File: config.mk
export PLATFORM = sky130hd
export DESIGN_NAME = program_sequencer
export DESIGN_NICKNAME = d
export VERILOG_FILES = /design/src/rtl/program_sequencer.sv
export SDC_FILE = /design/constraint.sdc
export NUM_CORES = 1
export LEC_CHECK = 0
export ABC_CLOCK_PERIOD_IN_PS = 4600
export BUFFER_PORTS_ARGS = -buffer_cell sky130_fd_sc_hd__buf_4
export CORE_MARGIN = 8
export CORE_UTILIZATION = 30
export DETAILED_ROUTE_END_ITERATION = 10
export GPL_TIMING_DRIVEN = 0
export PLACE_DENSITY = 0.54
export SYNTH_ARGS = -nofsm -noshare
export SYNTH_HDL_FRONTEND = slang
export SYNTH_SLANG_ARGS = --single-unit
export TNS_END_PERCENT = 20
File: constraint.sdc
create_clock -name clk -period 4.6 [get_ports clk]
set_input_delay 0.23 -clock clk [delete_from_list [all_inputs] [get_ports clk]]
set_output_delay 0.23 -clock clk [all_outputs]
set_load 0.02 [all_outputs]
File: src/rtl/program_sequencer.sv
// program_sequencer: ROM fetch/issue controller with skip-next bubbles, HALT and end-of-ROM stop.
// Optional sequencer jumps on opcode F0 when SEQ_JUMP_EN is defined.
module program_sequencer #(
    parameter int ROM_ADDRESS_WIDTH = 5,
    parameter int OP_WIDTH = 8,
    parameter logic [OP_WIDTH-1:0] SNZA_OP = 8'h0A,
    parameter logic [OP_WIDTH-1:0] SNZS_OP = 8'h0B
) (
    input  logic                         clk,
    input  logic                         reset,
    input  logic                         run,
    input  logic                         skip_cond,
    output logic                         rom_en,
    output logic [ROM_ADDRESS_WIDTH-1:0] rom_addr,
    input  logic [2*OP_WIDTH-1:0]        rom_data,
    output logic [OP_WIDTH-1:0]          opcode,
    output logic [OP_WIDTH-1:0]          operand,
    output logic                         issue,
    output logic                         busy,
    output logic                         start,
    output logic [ROM_ADDRESS_WIDTH-1:0] pc
);
    typedef enum logic [1:0] {IDLE, FETCH, ISSUE, DONE} state_t;
    localparam logic [OP_WIDTH-1:0] HALT_OP = '1;
    state_t state;
    logic [OP_WIDTH-1:0] op_r, opd_r, f_op, f_opd, e_op, e_opd;
    logic skip_pend, skipped, halt, jump, nop, last, skip_op;
    assign f_op = rom_data[2*OP_WIDTH-1:OP_WIDTH];
    assign f_opd = rom_data[OP_WIDTH-1:0];
    assign skipped = skip_pend && skip_cond;
    assign halt = !skipped && f_op == HALT_OP;
`ifdef SEQ_JUMP_EN
    localparam logic [OP_WIDTH-1:0] JMP_OP = OP_WIDTH'(8'hF0);
    assign jump = !skipped && f_op == JMP_OP;
`else
    assign jump = 1'b0;
`endif
    // HALT, JMP and skipped words all reach the execution unit as a NOP
    assign nop = skipped || halt || jump;
    assign e_op = nop ? '0 : f_op;
    assign e_opd = nop ? '0 : f_opd;
    assign last = pc == '1;
    assign skip_op = e_op == SNZA_OP || e_op == SNZS_OP;
    // ROM data only arrives in ISSUE, so the fresh word bypasses the hold register
    assign opcode = state == ISSUE ? e_op : op_r;
    assign operand = state == ISSUE ? e_opd : opd_r;
    assign issue = state == ISSUE;
    assign start = state == DONE;
    assign busy = state != IDLE;
    assign rom_en = state == FETCH;
    assign rom_addr = pc;
    always_ff @(posedge clk) begin
        if (reset) begin
            state <= IDLE;
            pc <= '0;
            skip_pend <= 1'b0;
            op_r <= '0;
            opd_r <= '0;
        end else begin
            case (state)
                IDLE: state <= run ? FETCH : IDLE;
                FETCH: state <= ISSUE;
                ISSUE: begin
                    op_r <= e_op;
                    opd_r <= e_opd;
                    skip_pend <= skip_op && !last;
                    if (jump) begin
                        pc <= f_opd[ROM_ADDRESS_WIDTH-1:0];
                        state <= FETCH;
                    end else if (halt || last) begin
                        state <= DONE;
                    end else begin
                        pc <= pc + 1'b1;
                        state <= FETCH;
                    end
                end
                default: begin
                    pc <= '0;
                    skip_pend <= 1'b0;
                    state <= IDLE;
                end
            endcase
        end
    end
endmodule

==> summary by stage <==
Outcome
The run finished with clean final reports.

Drt
The total wire length is 3240 um. Dividing the detail-routed wire length by the instance count gives 15.0 um. For this run, the detailed router's first-pass iteration total came to 4. The routed layout has 1072 vias. The count of nets left with antenna violations after detail routing is 0. After detailed routing, the number of vias per cell comes to 4.96. The DRC violations left is 0. The DRC violation total after the first TritonRoute iteration is 47.

CTS
The clock network latency to the later pin of the worst-skew pair is 0.27 ns. The level count of the clock H-tree is 1. The number of clock buffers added by TritonCTS is 3. The clock tree buffer depth is 2. Post-CTS timing repair inserted 0 buffers for setup. The root buffer cell chosen for the clock tree is sky130_fd_sc_hd__clkbuf_8. The number of clock sinks seen by CTS is 24. Once the clock tree was built, the resizer swapped 0 gates to a different size. Clock-pin slew was measured on the worst setup and hold paths at 0.09 ns. In this run, post-CTS hold repair placed 0 buffers. The clock tree from TritonCTS is built.

Setup path
The end of the worst register-to-register path is pc[3]$_SDFFE_PP0P_. For flop-to-flop paths, the worst setup slack is 2.65 ns. The worst setup path is launched from a flip-flop. In this run the worst path has a maximum fanout of 10.

The critical path arrival is 1.99 ns. STA puts the critical path data required time at 4.37 ns. In this run the number of cells on the critical path is 6. The cell seen most often among critical-path stages is sky130_fd_sc_hd__buf_2. The largest single stage delay on the critical path is 0.47 ns. The critical-path cell with the highest stage delay is sky130_fd_sc_hd__dfxtp_1. The category of the critical setup timing path is flip-flop to output port. The kind of cell with the highest combined delay on the critical path is buffers and inverters. The category of the worst setup path capture point is an output port. Walking the worst path, the cells encountered are nand2b_1 -> buf_2 -> a211oi_4 -> buf_2 -> a22o_1 -> buf_4. Counting both buffers and inverters, the worst setup path holds a total of 3.

The worst-case reg-to-reg path depth is 6. The start of the worst register-to-register path is pc[0]$_SDFFE_PP0P_. The critical path starts at state[1]$_SDFF_PP0_. The end point of the critical path is opcode[1].

Global route
The first global-routing pass estimated 5260 um of wire. The total congestion overflow is 0. The number of global-route vias before repair is 1125. Entering global routing, the biggest net connects 13 pins. Global routing used 10.4% of the available tracks across all layers. The number of antenna violations at the first check in global routing was 0.

Logic synthesis
By area, the combinational part of the netlist is dominated by compound AO/OA/AOI/OAI gates. The adder-cell area share of the yosys netlist is 2.17%. Counting flops with an async set or reset pin after synthesis yields a share of 0%. The cell area after synthesis is 1150 sq um. The flop and latch count out of synthesis is 24. The number of instances in the synthesized netlist is 117.

After synthesis, the cell types taking the most area are sky130_fd_sc_hd__dfxtp_1, sky130_fd_sc_hd__a22o_1, sky130_fd_sc_hd__buf_4. The number of nets in the synthesized netlist is 139. The count of warnings emitted by yosys is 0. The fraction of post-synthesis cell area in the top cell type by area is 41.7%. The biggest area consumer among synthesized cells is sky130_fd_sc_hd__dfxtp_1. The synthesized-area fraction occupied by xor and xnor cells is 0%. The netlist uses 32 different library cells. Sequential cells were found to cover 41.7% of the synthesized design area. The mux contribution to synthesized area is 0.870%.

The number of enable-type register cells in the synthesized netlist is 0. The mean instance size in the synthesized netlist is 9.84 sq um. The most used flip-flop cell after synthesis is sky130_fd_sc_hd__dfxtp_1.

The compound-cell area share of the yosys netlist is 31.4%. Of the total synthesized cell area, the portion taken by AND, OR, NAND and NOR gates is 14.3%.

STA
Across the routed clock network, the largest skew measured is 0.0103 ns. The slew at the pin closest to its max-slew limit is 0.475 ns. The minimum period implied by the final worst setup slack is 2.22 ns. The worst slew margin relative to its limit is 68.2%. Static timing analysis puts the maximum clock frequency at 450 MHz.

Setup repair after global routing left no endpoint under its margin. The number of endpoints with negative hold slack in the final report was 0. The count of final max-slew check failures came to 0.

The total negative slack for setup checks is 0 ns. The number of failing setup endpoints in the final timing report is 0. The portion of the clock cycle consumed by the worst path in the final layout is 48.3%.

Finish
The layout overhead on the synthesized area is 40.1%. The layout net count is 192. Once layout is complete, the cells apart from fillers number 216.

The fraction of final layout cells sized beyond drive strength 1 is 38.1%. 0 antenna diodes ended up in the layout.

Floorplan
The floorplan has 22 rows. The horizontal die dimension is 77.9 um. The floorplan step defined a die boundary enclosing 6080 sq um. During I/O placement, the number of pins put on the boundary was 50. The initial utilization of the core area, before any placement, comes to 31.2%. The die is 77.9 um tall. The area of the core is 3690 sq um.

Placed design
In this run the tool buffered the top-level ports with 48 buffer cells. The placed wire-length estimate is 2550 um. Routability-driven placement finished with a final weighted congestion of 0.690. The number of placed instances with taps included is 213.

Job
Across the run, the number of max-cap violations was 0.

Hold path
The path type of the worst min-delay path is input pin to flip-flop.

Power
The total leakage power is 0.748 nW. The power per standard cell area is 262 nW/um^2. The worst-case IR drop observed on VDD is 0.170 mV.
[worst register-to-register path, cell delays in order, from the launching register on]
cell,delay [ns]
sky130_fd_sc_hd__dfxtp_1,0.37
sky130_fd_sc_hd__ha_1,0.24
sky130_fd_sc_hd__and3_1,0.19
sky130_fd_sc_hd__ha_1,0.25
sky130_fd_sc_hd__nor3_1,0.26
sky130_fd_sc_hd__or3b_2,0.47
sky130_fd_sc_hd__o22ai_1,0.12
[routing by layer]
layer	track usage (%)	vias up	part of all wire [%]	wire (um)
li1	-	539	-	-
met1	12.3	498	46	1480
met2	17.1	33	46	1500
met3	4.61	2	7.7	248
met4	1.67	0	0.46	15
met5	0	-	0	0
[cell families after synthesis]
| logic type | Yosys count |
|---|---|
| mux | 1 |
| buf+inv | 20 |
| compound gates | 43 |
| fa+ha+maj | 2 |
| flops | 24 |
| simple gates | 27 |
[stage by stage]
step | power [mW] | cell area [sq um] | util [%] | hold WS [ns] | worst slack (ns)
6_report | 0.423 | 1610 | 43.7 | 0.162 | 2.38
2_1_floorplan | 0.264 | 1150 | - | 0.340 | 2.72
3_5_place_dp | 0.303 | 1570 | 42.6 | 0.432 | 2.66
4_1_cts | 0.427 | 1610 | 43.7 | 0.164 | 2.36
5_1_grt | 0.446 | 1610 | 43.7 | 0.153 | 2.21
3_3_place_gp | 0.302 | 1570 | 42.6 | 0.420 | 2.65
[final cells by class]
cell class,count,area [sq um]
Buffer,13,82.6
Inverter,7,26.3
Clock buffer,3,41.3
Multi-Input combinational cell,73,562
Fill cell,381,2080
Timing Repair Buffer,48,360
Tap cell,48,60.1
Sequential cell,24,480
[registers in the layout, summed over array words and instances (netlist names)]
register,flops
op_r,8
opd_r,8
pc,5
skip_pend,1
state,2
[synth_stat cells, types with 2 or more instances]
cell type,count
sky130_fd_sc_hd__and4_1,2
sky130_fd_sc_hd__and2_1,2
sky130_fd_sc_hd__buf_4,6
sky130_fd_sc_hd__a21oi_1,3
sky130_fd_sc_hd__ha_1,2
sky130_fd_sc_hd__o22ai_1,3
sky130_fd_sc_hd__inv_1,7
sky130_fd_sc_hd__buf_2,3
sky130_fd_sc_hd__nand2_1,3
sky130_fd_sc_hd__nor2_1,4
sky130_fd_sc_hd__clkbuf_1,3
sky130_fd_sc_hd__nor4b_1,2
sky130_fd_sc_hd__dfxtp_1,24
sky130_fd_sc_hd__a22o_1,32
sky130_fd_sc_hd__nand2b_1,4
[power breakdown]
group | switching (mW) | leakage [nW] | internal, mW
Clock | 0.0667 | 0.0216 | 0.0586
Sequential | 0.00459 | 0.194 | 0.214
Combinational | 0.0410 | 0.532 | 0.0382
Total | 0.112 | 0.748 | 0.310
[cells in the final DEF, fill, tap and decap left out, drive strengths merged, types with 2 or more instances in the layout]
cell	netlist	final
a22o	32	32
buf	10	58
o22ai	3	3
dfxtp	24	24
nand2	3	3
and2	2	2
nor4b	2	2
and4	2	2
ha	2	2
nor2	4	4
inv	7	7
clkbuf	3	6
a21oi	3	3
nand2b	4	4
[worst min-delay path by stage]
stage	from	to	slack, ns	cells past startpoint
global route	run	state[0]$_SDFF_PP0_	0.15	2
CTS	run	state[0]$_SDFF_PP0_	0.16	2
floorplan	run	state[0]$_SDFF_PP0_	0.34	1
finish	run	state[0]$_SDFF_PP0_	0.16	2
global placement	skip_pend$_SDFFE_PP0N_	skip_pend$_SDFFE_PP0N_	0.42	2
detailed placement	skip_pend$_SDFFE_PP0N_	skip_pend$_SDFFE_PP0N_	0.43	2
Note: power is estimated with default switching activity, not from simulation.
